==> src/rtl/gs232c_ras_pkg.sv <==
// Shared types for the RAS branch queue: entry record, init length, FSM states.
package gs232c_ras_pkg;
  localparam int RAS_DEPTH = 16;
  localparam int RAS_PCW   = 30;

  typedef struct packed {
    logic               link;
    logic               jrra;
    logic [RAS_PCW-1:0] pc;
    logic               resolved;
  } ras_ent_t;

  typedef enum logic {INIT, RUN} ras_state_t;
endpackage

==> src/rtl/gs232c_ras_brq_ptr.sv <==
// Wrap-around queue pointer, one bit wider than the slot index so full/empty differ.
module gs232c_ras_brq_ptr #(
  parameter int W = 4
) (
  input  logic         clock,
  input  logic         resetn,
  input  logic         inc,
  input  logic         load,
  input  logic [W-1:0] load_val,
  output logic [W-1:0] q
);
  always_ff @(posedge clock) begin
    if (!resetn)   q <= '0;
    else if (load) q <= load_val;
    else if (inc)  q <= q + W'(1);
  end
endmodule

==> src/rtl/gs232c_ras_brq.sv <==
// In-order call/return queue feeding the RAS predictor's decode, resolve and
// commit update ports; also strobes the RAS stack clear after reset.
module gs232c_ras_brq
  import gs232c_ras_pkg::*;
#(
  parameter int DEPTH = 8,
  parameter int PCW   = RAS_PCW
) (
  input  logic                     clock,
  input  logic                     resetn,
  input  logic                     in_valid,
  output logic                     in_ready,
  input  logic                     in_link,
  input  logic                     in_jrra,
  input  logic [PCW-1:0]           in_link_pc,
  output logic [$clog2(DEPTH)-1:0] in_id,
  input  logic                     ex_valid,
  input  logic                     ex_link,
  input  logic                     ex_jrra,
  input  logic                     ex_flush,
  input  logic                     cm_valid,
  input  logic                     cm_flush,
  output logic                     pr_link,
  output logic                     pr_jrra,
  output logic [PCW-1:0]           pr_link_pc,
  output logic                     br_link,
  output logic                     br_jrra,
  output logic [PCW-1:0]           br_link_pc,
  output logic                     br_cancel,
  output logic                     wb_link,
  output logic                     wb_jrra,
  output logic [PCW-1:0]           wb_link_pc,
  output logic                     wb_cancel,
  output logic                     raminit_valid
);
  localparam int AW = $clog2(DEPTH);
  localparam int PW = AW + 1;
  localparam int CW = $clog2(RAS_DEPTH);

  ras_state_t state, state_nxt;
  logic [CW-1:0] init_cnt;

  logic [PW-1:0] hd, rp, tl, hd_post, count, tl_val;
  logic run, full, accept, ex_ok, cm_ok, head_ok, rp_load, tl_load;
  ras_ent_t ent [DEPTH];
  ras_ent_t hd_ent, rp_ent;

  // The counter only advances while the strobe is visible, so the clear
  // covers exactly RAS_DEPTH cycles after reset release.
  always_comb begin
    state_nxt = state;
    if (state == INIT && raminit_valid && init_cnt == CW'(RAS_DEPTH - 1))
      state_nxt = RUN;
  end

  always_ff @(posedge clock) begin
    if (!resetn) begin
      state         <= INIT;
      init_cnt      <= '0;
      raminit_valid <= 1'b0;
    end else begin
      state         <= state_nxt;
      raminit_valid <= (state_nxt == INIT);
      if (raminit_valid) init_cnt <= init_cnt + CW'(1);
    end
  end

  assign run     = (state == RUN);
  assign hd_ent  = ent[hd[AW-1:0]];
  assign rp_ent  = ent[rp[AW-1:0]];
  assign count   = tl - hd;
  assign full    = (count == PW'(DEPTH));
  assign head_ok = (hd != tl) && hd_ent.resolved;

  assign in_ready = run && !full;
  assign in_id    = tl[AW-1:0];
  assign accept   = in_valid && in_ready && !ex_flush && !cm_flush;
  assign ex_ok    = run && ex_valid && (rp != tl);
  assign cm_ok    = run && cm_valid && head_ok;
  assign hd_post  = hd + PW'(cm_ok);

  // A decode slot flagged both call and return is treated as a return.
  assign pr_link    = accept && in_link && !in_jrra;
  assign pr_jrra    = accept && in_jrra;
  assign pr_link_pc = in_link_pc;

  // Commit flush collapses everything onto the post-retire head; a branch
  // flush trims back to the post-resolve resolve pointer.
  assign rp_load = run && cm_flush;
  assign tl_load = run && (cm_flush || ex_flush);
  assign tl_val  = cm_flush ? hd_post : rp + PW'(ex_ok);

  gs232c_ras_brq_ptr #(.W(PW)) u_hd (
    .clock(clock), .resetn(resetn), .inc(cm_ok), .load(1'b0),
    .load_val('0), .q(hd));
  gs232c_ras_brq_ptr #(.W(PW)) u_rp (
    .clock(clock), .resetn(resetn), .inc(ex_ok), .load(rp_load),
    .load_val(hd_post), .q(rp));
  gs232c_ras_brq_ptr #(.W(PW)) u_tl (
    .clock(clock), .resetn(resetn), .inc(accept), .load(tl_load),
    .load_val(tl_val), .q(tl));

  // Enqueue and resolve never hit the same slot: that needs a full queue,
  // which blocks the enqueue.
  always_ff @(posedge clock) begin
    if (accept)
      ent[tl[AW-1:0]] <= '{link: in_link && !in_jrra, jrra: in_jrra,
                           pc: RAS_PCW'(in_link_pc), resolved: 1'b0};
    if (ex_ok) begin
      ent[rp[AW-1:0]].link     <= ex_link;
      ent[rp[AW-1:0]].jrra     <= ex_jrra;
      ent[rp[AW-1:0]].resolved <= 1'b1;
    end
  end

  always_ff @(posedge clock) begin
    if (!resetn) begin
      br_link    <= 1'b0;
      br_jrra    <= 1'b0;
      br_link_pc <= '0;
      br_cancel  <= 1'b0;
      wb_link    <= 1'b0;
      wb_jrra    <= 1'b0;
      wb_link_pc <= '0;
      wb_cancel  <= 1'b0;
    end else begin
      br_link    <= ex_ok && ex_link;
      br_jrra    <= ex_ok && ex_jrra;
      br_link_pc <= ex_ok ? PCW'(rp_ent.pc) : '0;
      br_cancel  <= run && (ex_flush || cm_flush);
      wb_link    <= cm_ok && hd_ent.link;
      wb_jrra    <= cm_ok && hd_ent.jrra;
      wb_link_pc <= cm_ok ? PCW'(hd_ent.pc) : '0;
      wb_cancel  <= run && cm_flush;
    end
  end

  always_ff @(posedge clock) begin
    if (resetn && run && cm_valid)
      assert (head_ok) else $warning("commit on empty queue or unresolved head ignored");
  end
endmodule

==> config.mk <==
export PLATFORM = sky130hd
export DESIGN_NAME = gs232c_ras_brq
export DESIGN_NICKNAME = d
export VERILOG_FILES = /design/src/rtl/gs232c_ras_pkg.sv /design/src/rtl/gs232c_ras_brq_ptr.sv /design/src/rtl/gs232c_ras_brq.sv
export SDC_FILE = /design/constraint.sdc
export NUM_CORES = 1
export LEC_CHECK = 0
export BUFFER_PORTS_ARGS = -buffer_cell sky130_fd_sc_hd__buf_2
export CELL_PAD_IN_SITES_DETAIL_PLACEMENT = 0
export CELL_PAD_IN_SITES_GLOBAL_PLACEMENT = 1
export CORE_MARGIN = 1.5
export CORE_UTILIZATION = 51
export DETAILED_ROUTE_END_ITERATION = 16
export GPL_TIMING_DRIVEN = 0
export PLACE_DENSITY = 0.82
export SYNTH_ARGS = -nofsm -noshare
export SYNTH_HDL_FRONTEND = slang
export SYNTH_SLANG_ARGS = --single-unit
==> constraint.sdc <==
create_clock -name clock -period 4.01 [get_ports clock]
set_clock_uncertainty 0.1 [all_clocks]
set_input_delay 0 -clock clock [delete_from_list [all_inputs] [get_ports clock]]
set_output_delay 0 -clock clock [all_outputs]
set_load 0.05 [all_outputs]
==> results by group <==
Synth
  – Synth cell count leaders: 256 x edfxtp_1, 125 x mux4_2, 95 x dfxtp_1
  – Ys async rst share: 0%
  – Synth top area share: 50.7%
  – Post-synth top flop: edfxtp_1
  – Seq cells post-synth: 351
  – Top-count cell post-synth: edfxtp_1
  – Sequential fraction of the synthesis area: 63.2%
  – Syn_nets: 946
  – Synthesized instance count: 894
  – Yosys warning count: 0
  – Number of synthesized flops with an enable pin: 256
  – Syn_area_per_cell: 17.0 um^2
  – Synth Cell Area: 15,200 um^2
  – Top cells by area, synth: edfxtp_1 51%, mux4_2 19%, dfxtp_1 13%, mux2i_1 4.4%, nor2_1 2.3%
  – Cell variety after synth: 58
  – Largest area contributor in the netlist: edfxtp_1

Floorplan
  – Starting Density: 52.3%
  – Core box area: 29,000 um^2
  – Rows: 62
  – Die height: 175 um
  – Ports: 144
  – Die width: 175 um
  – Die footprint: 30,800 um^2

Pwr
  – Internal: 6.03 mW
  – Pwr dens: 414 nW/um^2
  – VDD IR max: 0.317 mV
  – Comb pwr share: 2.8%
  – Flop pwr share: 51.6%
  – Overall Power: 7.55 mW
  – Sw Share: 20.1%
  – Clock power share: 45.7%
  – Static Leak: 6.31 nW
  – Sw Pwr: 1.51 mW

Clocking
  – Worst skew pair latency: 0.52 ns
  – Post-CTS Hold Fix Bufs: 41
  – Setup bufs post-CTS: 0
  – Root Driver: clkbuf_16
  – Maximum clock path buffer count: 3
  – Clock transition at the registers of the reported paths: 0.06 ns
  – TritonCTS Buffers: 37
  – TritonCTS clock tree: built
  – Clk sinks: 351
  – CTS resizes: 0
  – CTS H-tree lvls: 2

Cells and area
  – Layout cells sized above 1: 36.4%
  – Final #Nets: 1,175
  – Area grow syn2layout: 20.2%
  – Ant. Diodes: 0
  – Final instance count without filler cells: 1,536
  – Number of fill cells: 2,089
  – Cell area after layout: 18,200 um^2

Timing
  – RSZ-0062 raised after global routing: false
  – Slew @ Worst Pin: 1.01 ns
  – Fin crit share: 88.2%
  – Slew Limit Headroom: 32.6%
  – Final setup violating endpoints: 0
  – Fin. max-slew vios: 0
  – Fin crit period: 3.54 ns
  – Final hold vios: 0
  – FMAX: 0.283 GHz

Global routing
  – GRT Resource Usage Total: 23.8%
  – GRT overflow: 0
  – First-pass GRT wire length: 53,600 um
  – Largest net degree at the start of global routing: 25
  – Vias in the first global route: 9,049
  – Initial antenna violation count: 0

Critical path
  – R2R Setup Slk: 0.47 ns
  – CP Max Fanout: 20
  – CP Launch Type: flop
  – CP arrival: 3.65 ns
  – WS Path Type: reg2reg
  – Setup crit end kind: flop
  – Required time worst endpoint: 4.13 ns

Place
  – Hpwl dp: 23,200 um
  – Post-placement cell count: 1,427
  – Placer Congestion: 0.807
  – Placed Area: 16,600 um^2
  – PortBufs: 141

Detailed routing
  – Drt pass-1 iters: 5
  – Via density: 5.81
  – Via count: 8,928
  – Final ANT Viol Nets: 0
  – Wirelength per Cell: 23.4 um
  – Initial DRC Count: 819
  – DRC Markers: 0
  – Total Routed Length: 35,900 um

Run
  – Max Cap Violations: 0

Outcome
  – Run status: finished, final reports clean

Min path
  – Hold Path Class: in2reg
power groups by stage:
stage / Sequential, mW / Clock (mW) / Combinational [mW]
finish: 3.89 / 3.45 / 0.208
global route: 3.89 / 3.63 / 0.222
CTS: 3.89 / 3.48 / 0.207
detailed placement: 3.97 / 0 / 0.178
global placement: 3.97 / 0 / 0.174
floorplan: 3.97 / 0 / 0.101
logic make-up after synthesis:
kind of cell,share of synthesized area [%]
and+or+nand+nor,5.15
buffers and inverters,3.41
DFF,63.2
adders and majority gates,0.907
muxes,23.1
xor gates and xnor gates,1.03
AOI/OAI and AO/OA,3.18
layout make-up:
class	count	area (um^2)	share of cell area, %
Inverter	8	30.0	0.165
Sequential cell	351	9590	52.6
Timing Repair Buffer	190	1280	7.04
Tap cell	384	480	2.63
Multi-Input combinational cell	446	5120	28.1
Buffer	89	488	2.68
Clock buffer	50	1070	5.85
Clock inverter	18	171	0.940
worst paths after layout:
kind	start	endpoint	depth (start not counted)
max	u_tl.q[0]$_SDFFE_PN0P_	ent[5][18]$_DFFE_PP_	10
min	in_link	ent[7][32]$_DFFE_PP_	4
max reg2reg	u_tl.q[0]$_SDFFE_PN0P_	ent[5][18]$_DFFE_PP_	10
min reg2reg	ent[7][0]$_DFF_P_	ent[7][0]$_DFF_P_	2
sequential cells by signal (all words and copies together), names as in the netlist, named ones only:
| signal | flops |
|---|---|
| br_cancel | 1 |
| br_jrra | 1 |
| br_link | 1 |
| br_link_pc | 30 |
| ent | 264 |
| init_cnt | 4 |
| raminit_valid | 1 |
| run | 1 |
| u_hd.q | 4 |
| u_rp.q | 4 |
| u_tl.q | 4 |
| wb_cancel | 1 |
| wb_jrra | 1 |
| wb_link | 1 |
| wb_link_pc | 30 |
per-layer routing:
layer	share of wire, %	up-vias	GRT usage [%]	wire length, um
met5	0	-	0	0
met4	2.5	0	7.48	891
met3	7.6	64	3.72	2730
met2	49	410	40.1	17600
met1	41	4497	32.1	14700
li1	-	3957	-	-
worst max-delay path, stage by stage (launching register included):
cell and delay [ns]:
dfxtp_1 0.35, buf_2 0.21, inv_1 0.17, ha_1 0.25, or4bb_1 0.17, o21ai_0 0.17
a21o_4 0.30, inv_2 0.12, nand3_1 0.43, nor2_4 0.65, buf_12 0.28
cell usage in the layout, fill, tap and decap left out, types with 3 or more instances in the layout:
| cell | n |
|---|---|
| edfxtp_1 | 256 |
| buf_2 | 164 |
| mux4_2 | 125 |
| dfxtp_1 | 95 |
| nor2_1 | 85 |
| mux2i_1 | 67 |
| dlygate4sd3_1 | 41 |
| clkbuf_16 | 39 |
| buf_4 | 33 |
| clkbuf_1 | 26 |
| nand2_1 | 25 |
| buf_1 | 12 |
| ha_1 | 11 |
| xnor2_1 | 10 |
| clkinv_2 | 10 |
| nand3_1 | 9 |
| a21oi_1 | 9 |
| nor2_4 | 8 |
| a22o_1 | 8 |
| o21bai_1 | 8 |
| inv_1 | 7 |
| buf_12 | 7 |
| o21ai_0 | 6 |
| and3_1 | 6 |
| xor2_1 | 6 |
| nor2b_1 | 5 |
| nand2b_1 | 5 |
| clkbuf_8 | 5 |
| o31ai_1 | 4 |
| and2_1 | 3 |
| o31ai_4 | 3 |
| and4_1 | 3 |
| or2_2 | 3 |
| a31oi_1 | 3 |
| bufinv_16 | 3 |
stage by stage:
| step | worst slack [ns] | util, % | hold slack (ns) | TNS, ns |
|---|---|---|---|---|
| after floorplan | 0.285 | - | -0.00113 | 0 |
| after global placement | -1.51 | 56.4 | 0.185 | -317.64 |
| after detailed placement | 0.512 | 57.2 | 0.191 | 0 |
| after CTS | 0.490 | 62.9 | 0.0333 | 0 |
| after global routing | 0.260 | 62.9 | 0.0611 | 0 |
| final | 0.473 | 62.9 | 0.0345 | 0 |
No activity file was read; power rests on OpenSTA's default activity.
